$ cat src/rtl/spacewar_pkg.sv
// Shared types and helpers for the spacewar ship kinematics engine.
//  - heading_t : 3-bit heading, 0..7, 45 degrees per step, counter-clockwise.
//  - accel_t   : signed unit thrust vector (dx, dy), y grows downward.
//  - ROT_L / ROT_R / THRUST : bit positions inside a ship's 3-bit control field.
//  - accel()   : heading -> thrust vector lookup.
//  - sat_add() : add with symmetric saturation at +/-lim.
package spacewar_pkg;

  typedef logic [2:0] heading_t;

  typedef struct packed {
    logic signed [1:0] dx;
    logic signed [1:0] dy;
  } accel_t;

  localparam int unsigned ROT_L  = 0;
  localparam int unsigned ROT_R  = 1;
  localparam int unsigned THRUST = 2;

  function automatic accel_t accel(input heading_t h);
    accel_t a;
    a.dx = 2'sd0;
    a.dy = 2'sd0;
    unique case (h)
      3'd0: begin a.dx = 2'sd1;  a.dy = 2'sd0;  end
      3'd1: begin a.dx = 2'sd1;  a.dy = -2'sd1; end
      3'd2: begin a.dx = 2'sd0;  a.dy = -2'sd1; end
      3'd3: begin a.dx = -2'sd1; a.dy = -2'sd1; end
      3'd4: begin a.dx = -2'sd1; a.dy = 2'sd0;  end
      3'd5: begin a.dx = -2'sd1; a.dy = 2'sd1;  end
      3'd6: begin a.dx = 2'sd0;  a.dy = 2'sd1;  end
      3'd7: begin a.dx = 2'sd1;  a.dy = 2'sd1;  end
      default: begin a.dx = 2'sd0; a.dy = 2'sd0; end
    endcase
    return a;
  endfunction

  // Symmetric clamp keeps the most negative two's-complement code unused.
  function automatic int sat_add(input int v, input int a, input int lim);
    int s;
    s = v + a;
    if (s > lim) begin
      s = lim;
    end else if (s < -lim) begin
      s = -lim;
    end
    return s;
  endfunction

endpackage

$ cat src/rtl/spacewar_wrap_add.sv
// Combinational position update on a toroidal axis: sum = (pos + vel) mod FIELD.
//  pos : unsigned position, 0..FIELD-1
//  vel : signed velocity, |vel| < FIELD so a single correction is enough
//  sum : wrapped result, 0..FIELD-1
module spacewar_wrap_add #(
  parameter int POS_W = 10,
  parameter int VEL_W = 6,
  parameter int FIELD = 640
) (
  input  logic [POS_W-1:0]        pos,
  input  logic signed [VEL_W-1:0] vel,
  output logic [POS_W-1:0]        sum
);

  always_comb begin
    int s;
    s = int'(pos) + int'(vel);
    if (s < 0) begin
      s = s + FIELD;
    end else if (s >= FIELD) begin
      s = s - FIELD;
    end
    sum = POS_W'(s);
  end

endmodule

$ cat src/rtl/spacewar_ship_kinematics.sv
// Time-multiplexed motion engine for NUM_SHIPS ships on a toroidal playfield.
// Each frame_tick starts one pass that updates ship 0..N-1, one ship per cycle,
// through a single shared heading/velocity/position datapath.
//  clk, rst     : clock, synchronous active-high reset
//  frame_tick   : one-cycle pulse starting a pass (ignored and flagged if a pass is active)
//  ctrl_in      : per ship {thrust, rot_r, rot_l}, ship i at [3i+2:3i]; snapshotted on start
//  rd_idx       : ship selected on the read port; out-of-range reads return zero
//  rd_x/rd_y    : registered position of ship rd_idx
//  rd_heading   : registered heading of ship rd_idx
//  busy         : high while ships are being updated
//  upd_done     : one-cycle pulse after the last ship of a pass
//  overrun      : sticky, set by a frame_tick during a pass; cleared only by rst
module spacewar_ship_kinematics
  import spacewar_pkg::*;
#(
  parameter int NUM_SHIPS = 2,
  parameter int POS_W     = 10,
  parameter int VEL_W     = 6,
  parameter int FIELD_W   = 640,
  parameter int FIELD_H   = 480,
  localparam int IDX_W    = $clog2(NUM_SHIPS) + 1
) (
  input  logic                   clk,
  input  logic                   rst,
  input  logic                   frame_tick,
  input  logic [3*NUM_SHIPS-1:0] ctrl_in,
  input  logic [IDX_W-1:0]       rd_idx,
  output logic [POS_W-1:0]       rd_x,
  output logic [POS_W-1:0]       rd_y,
  output heading_t               rd_heading,
  output logic                   busy,
  output logic                   upd_done,
  output logic                   overrun
);

  localparam int VMAX = 2 ** (VEL_W - 1) - 1;

  typedef enum logic [1:0] {StIdle, StUpd, StDone} state_e;

  state_e                 state_q, state_d;
  logic [IDX_W-1:0]       k_q, k_d;
  logic [3*NUM_SHIPS-1:0] snap_q;
  logic                   overrun_q;

  logic [POS_W-1:0]        x_q  [NUM_SHIPS];
  logic [POS_W-1:0]        y_q  [NUM_SHIPS];
  logic signed [VEL_W-1:0] vx_q [NUM_SHIPS];
  logic signed [VEL_W-1:0] vy_q [NUM_SHIPS];
  heading_t                h_q  [NUM_SHIPS];

  logic [2:0]              cur_ctrl;
  logic [POS_W-1:0]        cur_x, cur_y, new_x, new_y;
  logic signed [VEL_W-1:0] cur_vx, cur_vy, new_vx, new_vy;
  heading_t                cur_h, new_h;
  accel_t                  acc;

  // Select the ship addressed by the pass counter.
  always_comb begin
    cur_ctrl = '0;
    cur_x    = '0;
    cur_y    = '0;
    cur_vx   = '0;
    cur_vy   = '0;
    cur_h    = '0;
    for (int i = 0; i < NUM_SHIPS; i++) begin
      if (k_q == IDX_W'(i)) begin
        cur_ctrl = snap_q[3*i +: 3];
        cur_x    = x_q[i];
        cur_y    = y_q[i];
        cur_vx   = vx_q[i];
        cur_vy   = vy_q[i];
        cur_h    = h_q[i];
      end
    end
  end

  // Heading first; thrust then uses the new heading.
  always_comb begin
    new_h = cur_h;
    if (cur_ctrl[ROT_L] && !cur_ctrl[ROT_R]) begin
      new_h = cur_h + 3'd1;
    end else if (cur_ctrl[ROT_R] && !cur_ctrl[ROT_L]) begin
      new_h = cur_h - 3'd1;
    end
    acc    = accel(new_h);
    new_vx = cur_vx;
    new_vy = cur_vy;
    if (cur_ctrl[THRUST]) begin
      new_vx = VEL_W'(sat_add(int'(cur_vx), int'(acc.dx), VMAX));
      new_vy = VEL_W'(sat_add(int'(cur_vy), int'(acc.dy), VMAX));
    end
  end

  spacewar_wrap_add #(
    .POS_W(POS_W),
    .VEL_W(VEL_W),
    .FIELD(FIELD_W)
  ) u_wrap_x (
    .pos(cur_x),
    .vel(new_vx),
    .sum(new_x)
  );

  spacewar_wrap_add #(
    .POS_W(POS_W),
    .VEL_W(VEL_W),
    .FIELD(FIELD_H)
  ) u_wrap_y (
    .pos(cur_y),
    .vel(new_vy),
    .sum(new_y)
  );

  always_comb begin
    state_d = state_q;
    k_d     = k_q;
    unique case (state_q)
      StIdle: begin
        if (frame_tick) begin
          state_d = StUpd;
          k_d     = '0;
        end
      end
      StUpd: begin
        if (k_q == IDX_W'(NUM_SHIPS - 1)) begin
          state_d = StDone;
        end else begin
          k_d = k_q + IDX_W'(1);
        end
      end
      StDone:  state_d = StIdle;
      default: state_d = StIdle;
    endcase
  end

  always_ff @(posedge clk) begin
    if (rst) begin
      state_q   <= StIdle;
      k_q       <= '0;
      snap_q    <= '0;
      overrun_q <= 1'b0;
      for (int i = 0; i < NUM_SHIPS; i++) begin
        x_q[i]  <= POS_W'((i + 1) * FIELD_W / (NUM_SHIPS + 1));
        y_q[i]  <= POS_W'(FIELD_H / 2);
        vx_q[i] <= '0;
        vy_q[i] <= '0;
        h_q[i]  <= '0;
      end
    end else begin
      state_q <= state_d;
      k_q     <= k_d;
      if (state_q == StIdle && frame_tick) begin
        snap_q <= ctrl_in;
      end
      if (state_q != StIdle && frame_tick) begin
        overrun_q <= 1'b1;
      end
      if (state_q == StUpd) begin
        for (int i = 0; i < NUM_SHIPS; i++) begin
          if (k_q == IDX_W'(i)) begin
            x_q[i]  <= new_x;
            y_q[i]  <= new_y;
            vx_q[i] <= new_vx;
            vy_q[i] <= new_vy;
            h_q[i]  <= new_h;
          end
        end
      end
    end
  end

  assign busy     = (state_q == StUpd);
  assign upd_done = (state_q == StDone);
  assign overrun  = overrun_q;

  always_comb begin
    rd_x       = '0;
    rd_y       = '0;
    rd_heading = '0;
    for (int i = 0; i < NUM_SHIPS; i++) begin
      if (rd_idx == IDX_W'(i)) begin
        rd_x       = x_q[i];
        rd_y       = y_q[i];
        rd_heading = h_q[i];
      end
    end
  end

endmodule

$ cat config.mk
export PLATFORM = sky130hd
export DESIGN_NAME = spacewar_ship_kinematics
export DESIGN_NICKNAME = d
export VERILOG_FILES = /design/src/rtl/spacewar_pkg.sv /design/src/rtl/spacewar_wrap_add.sv /design/src/rtl/spacewar_ship_kinematics.sv
export SDC_FILE = /design/constraint.sdc
export NUM_CORES = 1
export LEC_CHECK = 0
export ABC_AREA = 1
export CAP_MARGIN = 15
export CORE_ASPECT_RATIO = 1.2
export CORE_MARGIN = 4
export CORE_UTILIZATION = 28
export CTS_CLUSTER_SIZE = 28
export DETAILED_ROUTE_END_ITERATION = 7
export SETUP_SLACK_MARGIN = 0.5
export SYNTH_ARGS = -nofsm -noshare
export SYNTH_HDL_FRONTEND = slang
export SYNTH_SLANG_ARGS = --single-unit
$ cat constraint.sdc
create_clock -name clk -period 7.28 [get_ports clk]
set_input_delay 1.456 -clock clk [delete_from_list [all_inputs] [get_ports clk]]
set_output_delay 1.456 -clock clk [all_outputs]
set_load 0.005 [all_outputs]
==> impl_results.md, run 1 <==
* Status: complete, no violations
* Worst Path Arrival at between 6000 and 7000 ps
* CP top delay family: simple AND/OR/NAND/NOR gates
* Vert. Die Dim at 167 um
* Worst Path Max Fanout at 7
* Max clock buf depth at 2
* Share of synthesized flip-flops with an asynchronous set or reset at 0%
* Fillers at 2115
* Post-synthesis cell type count at 53
* Period utilization at 86.4%
* Final Hold Fails at 0
* Fraction of layout instances using a drive strength above 1 at a little under an eighth
* Final Util at around a third
* Worst reg2reg path depth at 44
* CTS Hold Bufs at 0
* Die X at 141 um
* Routed WL per cell at 13.7 um
* Most numerous cell in the Yosys netlist: inv_1
* TritonCTS clock tree: done
* Worst skew pair latency at 350 ps
* Area share of and/or/nand/nor cells after synthesis at between 20% and 30%
* Residual DRC at 0
* Final ANT Viol Nets at 0
* XOR/XNOR share of the synthesized area at 3.96%
* Worst min path class: flop to flop
* Routability cong. at around 0.90
* Max-Cap Viols at 0
* Synth area leader: edfxtp_1
* Post-synth design cell area at around 5900 um^2
* Die Footprint at between 20000 and 25000 um^2
* Syn. warnings at 0
* Hold Path Cell Cnt at 2
* Initial core utilization at between 20% and 30%
* Synth Net Count at 788
* Total routed wirelength at 14.3 mm
* Area of the core at approximately 20000 um^2
* Core Rows at 57
* Total gr overflow at 0
* Post-synth top cells: inv_1, nand2_1, edfxtp_1
* Synth top area cells: edfxtp_1, inv_1, ha_1
* Seq cells post-synth at 81
* Setup tns final at 0 ps
* Num Clock Sinks at just over 80
* DP HPWL at 10.2 mm
* Final setup fails at 0
* Diodes inserted at 0
* Top FF cell, synth: edfxtp_1
* Worst vdd ir at around 0.00036 V
* H-Tree Level Count at 3
* Layout area overhead at 19.1%
* Cell mode on critical path: nand2_1
* Final #Nets at 832
* Root Driver: clkbuf_16
* Sequential share of the synthesized area at 39.3%
* Slowest cell on crit path: fa_1
* Post-Syn Instances at 735
* Port bufs at 36
* WP depth at 44
* Drt first pass iters at 6
* Initial DRC Count at 311
* Largest net degree at the start of global routing at 36
* Initial antenna violation count at 0
* WP buf/inv at 7
* CP required at 7350 ps
* Crit path capture type: flop
* Final Critical Period at 6290 ps
* Lkg Pwr at 0.00323 uW
* Number of global-route vias before repair at about 4800
* Post-synthesis mux area share at 0%
* Num CTS Buffers at 9
* Max-slew violations at 0
* Combinational family with the most area after synthesis: simple AND/OR/NAND/NOR gates
* Tightest Pin Transition at just over 1000 ps
* Post-synth top area share at 35.6%
* Vias/cell at about 4.7
* Vias post-DR at 4941
* Power per cell area at 386 nW/um^2
* Clk_skew at 8.78 ps
* FMAX at 159 MHz
* Critical Path Source Type: flop
* Compound-Gate Fraction of Synth Area at 15.2%
* Kind of critical path: flop to flop
* Syn_area_per_cell at roughly 8 um^2
* RSZ-0062 raised after global routing: no
* Global-route wire length before repair at around 24 mm
* EDFF count, synth at 70
* Max_slew headroom at 31.7%
* Clock transition at the registers of the reported paths at 70 ps
* Delay of the slowest critical-path stage at 400 ps
* IO Pins at 37
* All-Layer GR Usage at between 10% and 20%
* WHS at 452 ps
* Post-Synth Adder-Cell Area at about a tenth
-- metal layers --
layer | wire length (um) | GRT usage (%)
met5 | 0 | 0
met4 | 306 | 4.89
met3 | 689 | 3.18
met2 | 6770 | 20.0
met1 | 6570 | 15.7
-- cell usage in the layout, fill, tap and decap left out, drive strengths merged, types with 8 or more instances in the layout --
cell type,synthesis,final
dfxtp,11,11
nand3,53,53
o21ai,32,32
inv,138,142
a22oi,10,10
nor2,63,63
nor3,10,10
nand2,141,141
xor2,14,14
ha,38,38
clkdlybuf4s50,0,36
buf,6,16
a21oi,41,41
xnor2,8,8
clkbuf,13,9
edfxtp,70,70
o22ai,41,41
-- tightest hold or removal path: stages, from the launching register on --
cell and delay [ps]:
dfxtp_1 310, inv_1 50, a21oi_1 50
-- worst paths after layout --
kind,from,to,slack (ps)
worst min-delay path,overrun$_SDFFE_PP0P_,overrun$_SDFFE_PP0P_,450
worst min register to register,overrun$_SDFFE_PP0P_,overrun$_SDFFE_PP0P_,450
worst max register to register,k_q[0]$_SDFFE_PP0P_,y_q[0][7]$_DFFE_PP_,990
worst max-delay path,k_q[0]$_SDFFE_PP0P_,y_q[0][7]$_DFFE_PP_,990
-- area by class of cell --
class / instances / area (um^2) / area share, %
tap: 265 / 332 / 4.72
sequential: 81 / 2320 / 33.0
timing repair buffer: 52 / 480 / 6.84
multi-input combinational: 497 / 3090 / 43.9
clock buffer: 9 / 225 / 3.20
clock inverter: 7 / 60.1 / 0.854
inverter: 138 / 523 / 7.44
-- registers in the layout, indices dropped and copies added (netlist names) --
signal and cells:
h_q 6, snap_q 6, state_q 2, vx_q 12, overrun 1, y_q 20
x_q 20, vy_q 12, k_q 2
-- per-stage QoR --
stage | cells | cell area [um^2] | setup WS [ps] | total power, uW
after floorplan | 735 | 5900 | 1280 | 1870
after global placement | 1025 | 6600 | 700 | 2170
after detailed placement | 1025 | 6600 | 539 | 2180
after CTS | 1041 | 6880 | 504 | 2630
after global routing | 1049 | 7030 | 460 | 2970
final | 1049 | 7030 | 987 | 2710
-- what timing repair did --
item                       in CTS  in global routing
gates resized for setup         0                 21
setup endpoints to repair       0                 10
setup buffers                   0                  8
-- where the power goes --
group | switching [uW] | internal (uW) | total, uW
Clock | 202 | 238 | 440
Combinational | 1040 | 626 | 1670
Sequential | 18.2 | 586 | 604
Total | 1260 | 1450 | 2710
-- logic make-up (layout without fill, tap and decap cells) --
group / count (synthesis) / count (layout)
buf+inv: 157 / 206
compound gates: 148 / 148
simple gates: 285 / 285
fa+ha+maj: 42 / 42
xor+xnor: 22 / 22
flops: 81 / 81
No activity file was read; power rests on OpenSTA's default activity.
==> run 2, diff against run 1 <==
- CORE_MARGIN: 4 -> 2
- clock period: 7.28 -> 5.4 ns (I/O delays scaled with it)
==> run 2 against run 1 <==
The run now ends with negative setup slack left. Sequential power grew 35%. Hold slack lost 1.6 ps. Die area shrank 5.2%. Combinational power grew 140%. Highest routed layer unchanged. Largest cell class unchanged. Register-to-register slack lost 1400 ps. Global-route usage grew 2.4 points. Core utilization grew 7.6 points. Routed wire length grew 15%. Clock power grew 34%. Setup slack lost 1400 ps. First-iteration DRC count shrank 33%.
==> impl_results.md, run 2 (synthesis results as in run 1) <==
* Number of global-route vias before repair at 5463 (+14%)
* Max clock buf depth at 2 (unchanged)
* Most common cell after layout, fill and taps aside: buf_4
* Diodes inserted at 0 (unchanged)
* Dpl ws at -495 ps (-1030 ps)
* Post-DP Area at 7380 um^2 (+12%)
* Final worst setup slack at -444 ps (-1430 ps)
* Max-Cap Viols at 0 (unchanged)
* Drt first pass iters at 4 (-2)
* Worst skew pair latency at 360 ps (about the same)
* IO Pins at 37 (unchanged)
* Worst min path class: flop to flop
* Initial DRC Count at 209 (-33%)
* Final ANT Viol Nets at 0 (unchanged)
* Num Clock Sinks at 81 (unchanged)
* Largest net degree at the start of global routing at 36 (unchanged)
* Clk_skew at 7.51 ps (-1.27 ps)
* Total gr overflow at 0 (unchanged)
* Failing checks: negative setup slack
* Layout area overhead at 48.0%
* Max-slew violations at 0 (unchanged)
* Area of the core at 20800 um^2 (+1.8%)
* Residual DRC at 0 (unchanged)
* Vias post-DR at 5501 (+11%)
* Final Util at 41.9% (+7.6 points)
* Global-route wire length before repair at 25.8 mm (+9.1%)
* Port bufs at 36 (unchanged)
* Root Driver: clkbuf_16
* Critical Path Source Type: flop
* Final #Nets at 967 (+16%)
* Lkg Pwr at 0.00399 uW (+24%)
* Routed WL per cell at 13.9 um (+1.8%)
* Initial core utilization at 28.3% (-0.50 points)
* Slowest cell on crit path: fa_2
* Max_slew headroom at 57.5% (+26 points)
* Worst Path Arrival at 5910 ps (-460 ps)
* Die X at 137 um (-2.8%)
* Tightest Pin Transition at 637 ps (-385 ps)
* Clock transition at the registers of the reported paths at 60 ps (about the same)
* Final Hold Fails at 0 (unchanged)
* Delay of the slowest critical-path stage at 420 ps (+20 ps)
* Biggest regs: x_q (20), y_q (20)
* TritonCTS clock tree: done
* Vias/cell at 4.63 (-1.8%)
* Final Instance Area at 8740 um^2 (+24%)
* Die Footprint at 22300 um^2 (-5.2%)
* All-Layer GR Usage at 14.7% (+2.4 points)
* Fraction of layout instances using a drive strength above 1 at 37.4% (+26 points)
* Most frequent cells in the layout: buf_4, inv_1, nand2_1
* Total chip power at 5340 uW (+97%)
* CP required at 5470 ps (-1880 ps)
* DP HPWL at 10.9 mm (+7.0%)
* Status: finished, violations left
* FMAX at 171 MHz (+7.7%)
* Period utilization at 108% (+22 points)
* Worst Path Max Fanout at 6 (-1)
* Num CTS Buffers at 9 (unchanged)
* Kind of critical path: flop to flop
* Final Critical Period at 5840 ps (-449 ps)
* Routability cong. at 0.864 (-4.0%)
* Vert. Die Dim at 163 um (-2.4%)
* Total routed wirelength at 16.5 mm (+15%)
* Final setup fails at 20 (+20)
* RSZ-0062 raised after global routing: yes
* Core Rows at 58 (+1.8%)
* H-Tree Level Count at 3 (unchanged)
* Power per cell area at 612 nW/um^2 (+58%)
* Initial antenna violation count at 0 (unchanged)
* Worst vdd ir at 0.000402 V (+12%)
* Crit path capture type: flop
[run 2: changes by cell type in the layout (fill, tap and decap cells not counted), moves of 7 or more]
cell     delta
nand2_2    +23
nor2_1     -11
ha_1       -11
nand3_1    -13
nand2_1    -31
a21oi_2    +13
nor2_2      +8
nand2_4     +8
buf_4     +129
a21oi_1    -18
inv_1       -7
nand3_2    +11
ha_4       +10
[run 2: metrics by stage]
step                setup TNS (ps)  instances  hold WS, ps
floorplan                    -1740        735          441
global placement             -4350       1123          437
detailed placement           -5930       1123          445
CTS                          -3620       1173          454
global route                -12540       1189          471
finish                       -5270       1189          450
[run 2: worst paths after layout]
| check | start | cells after the start | slack (ps) | end |
|---|---|---|---|---|
| worst max register to register | k_q[0]$_SDFFE_PP0P_ | 42 | -440 | y_q[0][7]$_DFFE_PP_ |
| worst max-delay path | k_q[0]$_SDFFE_PP0P_ | 42 | -440 | y_q[0][7]$_DFFE_PP_ |
| worst min-delay path | overrun$_SDFFE_PP0P_ | 2 | 450 | overrun$_SDFFE_PP0P_ |
| worst min register to register | overrun$_SDFFE_PP0P_ | 2 | 450 | overrun$_SDFFE_PP0P_ |
[run 2: routing by layer]
metal	vias to the layer above	track usage, %	wire, um
met1	2592	17.4	7000
met3	19	2.76	520
met5	-	0	0
li1	2824	-	-
met2	66	26.6	8730
met4	0	4.69	289
[run 2: what timing repair did]
action,in CTS,in global routing
pin swaps,22,43
setup endpoints to repair,22,28
gates cloned,0,0
buffers inserted,34,16
gates resized for setup,53,107
hold buffers,0,0
[run 2: critical path, delay by kind of cell, from the launching register on]
kind,cells,cell delay (ps)
simple gates,22,2090
compound gates,8,1130
flops,1,360
buf+inv,6,410
xor+xnor,2,370
fa+ha+maj,4,1190
[run 2: cell type report]
class	count	area, um^2
inverter	138	533
fill	2001	12100
clock buffer	9	225
sequential	81	2330
tap	270	338
multi-input combinational	497	3740
clock inverter	7	52.6
timing repair buffer	187	1520
[run 2: report_power, final]
group | internal [uW] | switching, uW
Sequential | 790 | 26.0
Clock | 316 | 275
Combinational | 1930 | 2000
==> run 3, diff against run 2 <==
- CAP_MARGIN: 15 -> unset
- CTS_BUF_LIST: unset -> sky130_fd_sc_hd__clkbuf_8
- SLEW_MARGIN: unset -> 20
==> run 3 against run 2 <==
Die area stayed put. Register-to-register slack worse by 80 ps. Critical endpoint unchanged. The flow still finishes with violations (negative setup slack). Final cell count is 1.6% higher. Routed wire length is 2.1% higher. Combinational power is 2% higher. Clock skew is 13 ps higher. Critical path type unchanged. Flip-flop and latch count stayed put. Clock-buffer cell count stayed put. Highest routed layer unchanged. Maximum frequency is 1.3% lower.
==> impl_results.md, run 3 (synthesis results as in run 1) <==
* Status: finished, violations left
* Failing checks: negative setup slack
* Final worst setup slack at -523 ps (-79.4 ps)
* Worst r2r src: k_q[0]$_SDFFE_PP0P_
* CP required at 5490 ps (+20 ps)
* Core Rows at 58 (unchanged)
* Vert. Die Dim at 163 um (unchanged)
* Post-DP Area at 7380 um^2 (unchanged)
* All-Layer GR Usage at 14.9% (+0.21 points)
* Worst vdd ir at 0.000382 V (-5.0%)
* Port bufs at 36 (unchanged)
* Worst reg2reg path depth at 41 (-2.4%)
* Final Hold Fails at 0 (unchanged)
* M1 GR Usage at 17.6% (+0.17 points)
* Initial antenna violation count at 0 (unchanged)
* RSZ-0062 raised after global routing: yes
* Fillers at 1989 (-0.60%)
* Max_slew headroom at 57.3% (-0.22 points)
* Worst skew pair latency at 380 ps (+20 ps)
* Critical Path Source Type: flop
* FMAX at 169 MHz (-1.3%)
* Delay of the slowest critical-path stage at 370 ps (-50 ps)
* CP Capture Point: y_q[0][7]$_DFFE_PP_
* Routability cong. at 0.864 (unchanged)
* Kind of critical path: flop to flop
* Vias post-DR at 5630 (+2.3%)
* Final ANT Viol Nets at 0 (unchanged)
* H-Tree Level Count at 3 (unchanged)
* Initial core utilization at 28.3% (unchanged)
* Worst min path class: flop to flop
* Lkg Pwr at 0.00404 uW (+1.3%)
* DP HPWL at 10.9 mm (unchanged)
* Max clock buf depth at 2 (unchanged)
* Total chip power at 5250 uW (-1.7%)
* Most common cell after layout, fill and taps aside: buf_4
* Slowest cell on crit path: dfxtp_4
* Global-route wire length before repair at 26.2 mm (+1.8%)
* Die X at 137 um (unchanged)
* Launch point of the worst path: k_q[0]$_SDFFE_PP0P_
* Layout area overhead at 48.7%
* Tightest Pin Transition at 640 ps (+3.30 ps)
* Total gr overflow at 0 (unchanged)
* Residual DRC at 0 (unchanged)
* Biggest regs: x_q (20), y_q (20)
* R2R Setup Slk at -520 ps (-80 ps)
* Cell mode on critical path: buf_4
* GR peak layer: met2
* Num Clock Sinks at 81 (unchanged)
* FF-to-FF End: y_q[0][7]$_DFFE_PP_
* IO Pins at 37 (unchanged)
* Met3 Resource Use GR at 2.64% (-0.12 points)
* Clk_skew at 20.5 ps (+13.0 ps)
* Dpl ws at -495 ps (unchanged)
* Num CTS Buffers at 9 (unchanged)
* Worst Path Max Fanout at 20 (+14)
* Crit path capture type: flop
* Number of global-route vias before repair at 5599 (+2.5%)
* Power per cell area at 598 nW/um^2 (-2.2%)
* Initial DRC Count at 175 (-16%)
* TritonCTS clock tree: done
* WHS at 453 ps (+2.96 ps)
* Max-Cap Viols at 0 (unchanged)
* Routed WL per cell at 14.0 um (+0.51%)
* Root Driver: clkbuf_8
* Final setup fails at 20 (unchanged)
* Total routed wirelength at 16.9 mm (+2.1%)
* Clock transition at the registers of the reported paths at 90 ps (+30 ps)
* Die Footprint at 22300 um^2 (unchanged)
* Diodes inserted at 0 (unchanged)
* Vias/cell at 4.66 (+0.74%)
* M2 GR Usage at 26.7% (+0.11 points)
* Final #Nets at 986 (+2.0%)
* Worst Path Arrival at 6010 ps (+100 ps)
* Most frequent cells in the layout: buf_4, inv_1, nand2_1
* Area of the core at 20800 um^2 (unchanged)
* Period utilization at 110% (+1.5 points)
* Max-slew violations at 0 (unchanged)
* Final Instance Area at 8780 um^2 (+0.52%)
* Fraction of layout instances using a drive strength above 1 at 38.7% (+1.3 points)
* Drt first pass iters at 4 (unchanged)
* Largest net degree at the start of global routing at 36 (unchanged)
* Final Critical Period at 5920 ps (+79.4 ps)
-- run 3: cell types whose count changed in the layout (fill, tap and decap cells not counted), sizes merged --
cell	change
buf	+19
-- run 3: power breakdown --
group	leakage, uW	switching (uW)	internal (uW)
clock network	0.0000872	251	171
logic	0.00318	2020	1990
registers	0.000773	25.6	789
total	0.00404	2300	2950
-- run 3: worst min-delay path by stage --
| stage | from | end | depth (start not counted) |
|---|---|---|---|
| floorplan | overrun$_SDFFE_PP0P_ | overrun$_SDFFE_PP0P_ | 2 |
| finish | overrun$_SDFFE_PP0P_ | overrun$_SDFFE_PP0P_ | 2 |
| global route | overrun$_SDFFE_PP0P_ | overrun$_SDFFE_PP0P_ | 2 |
| detailed placement | overrun$_SDFFE_PP0P_ | overrun$_SDFFE_PP0P_ | 2 |
| global placement | overrun$_SDFFE_PP0P_ | overrun$_SDFFE_PP0P_ | 2 |
| CTS | overrun$_SDFFE_PP0P_ | overrun$_SDFFE_PP0P_ | 2 |
-- run 3: layer usage --
layer / part of all wire (%) / wire length (um)
met5: 0 / 0
met4: 2.6 / 437
met3: 3.2 / 532
met2: 53 / 8880
met1: 42 / 7030
-- run 3: cell type report --
class / count / area, um^2 / area share [%]
Multi-Input combinational cell: 497 / 3730 / 42.5
Timing Repair Buffer: 206 / 1680 / 19.1
Sequential cell: 81 / 2330 / 26.5
Clock buffer: 9 / 124 / 1.41
Tap cell: 270 / 338 / 3.85
Inverter: 138 / 533 / 6.07
Clock inverter: 7 / 52.6 / 0.598
-- run 3: repair_timing --
item                                    CTS  global route
hold buffers                              0             0
buffers inserted                         51            18
endpoints found under the setup margin   22            29
pin swaps                                30            56
gates resized for setup                  50           114
-- run 3: critical path, delay by kind of cell, from the launching register on --
family	cells	cell delay, ps
buf+inv	22	2450
xor+xnor	1	220
simple gates	8	860
flops	1	370
compound gates	7	960
fa+ha+maj	3	750
-- run 3: through the flow --
| stage | cells | setup TNS (ps) | util (%) |
|---|---|---|---|
| after floorplan | 735 | -1740 | - |
| after global placement | 1123 | -4350 | 35.4 |
| after detailed placement | 1123 | -5930 | 35.4 |
| after CTS | 1190 | -3820 | 39.1 |
| after global routing | 1208 | -13200 | 42.2 |
| final | 1208 | -6190 | 42.2 |
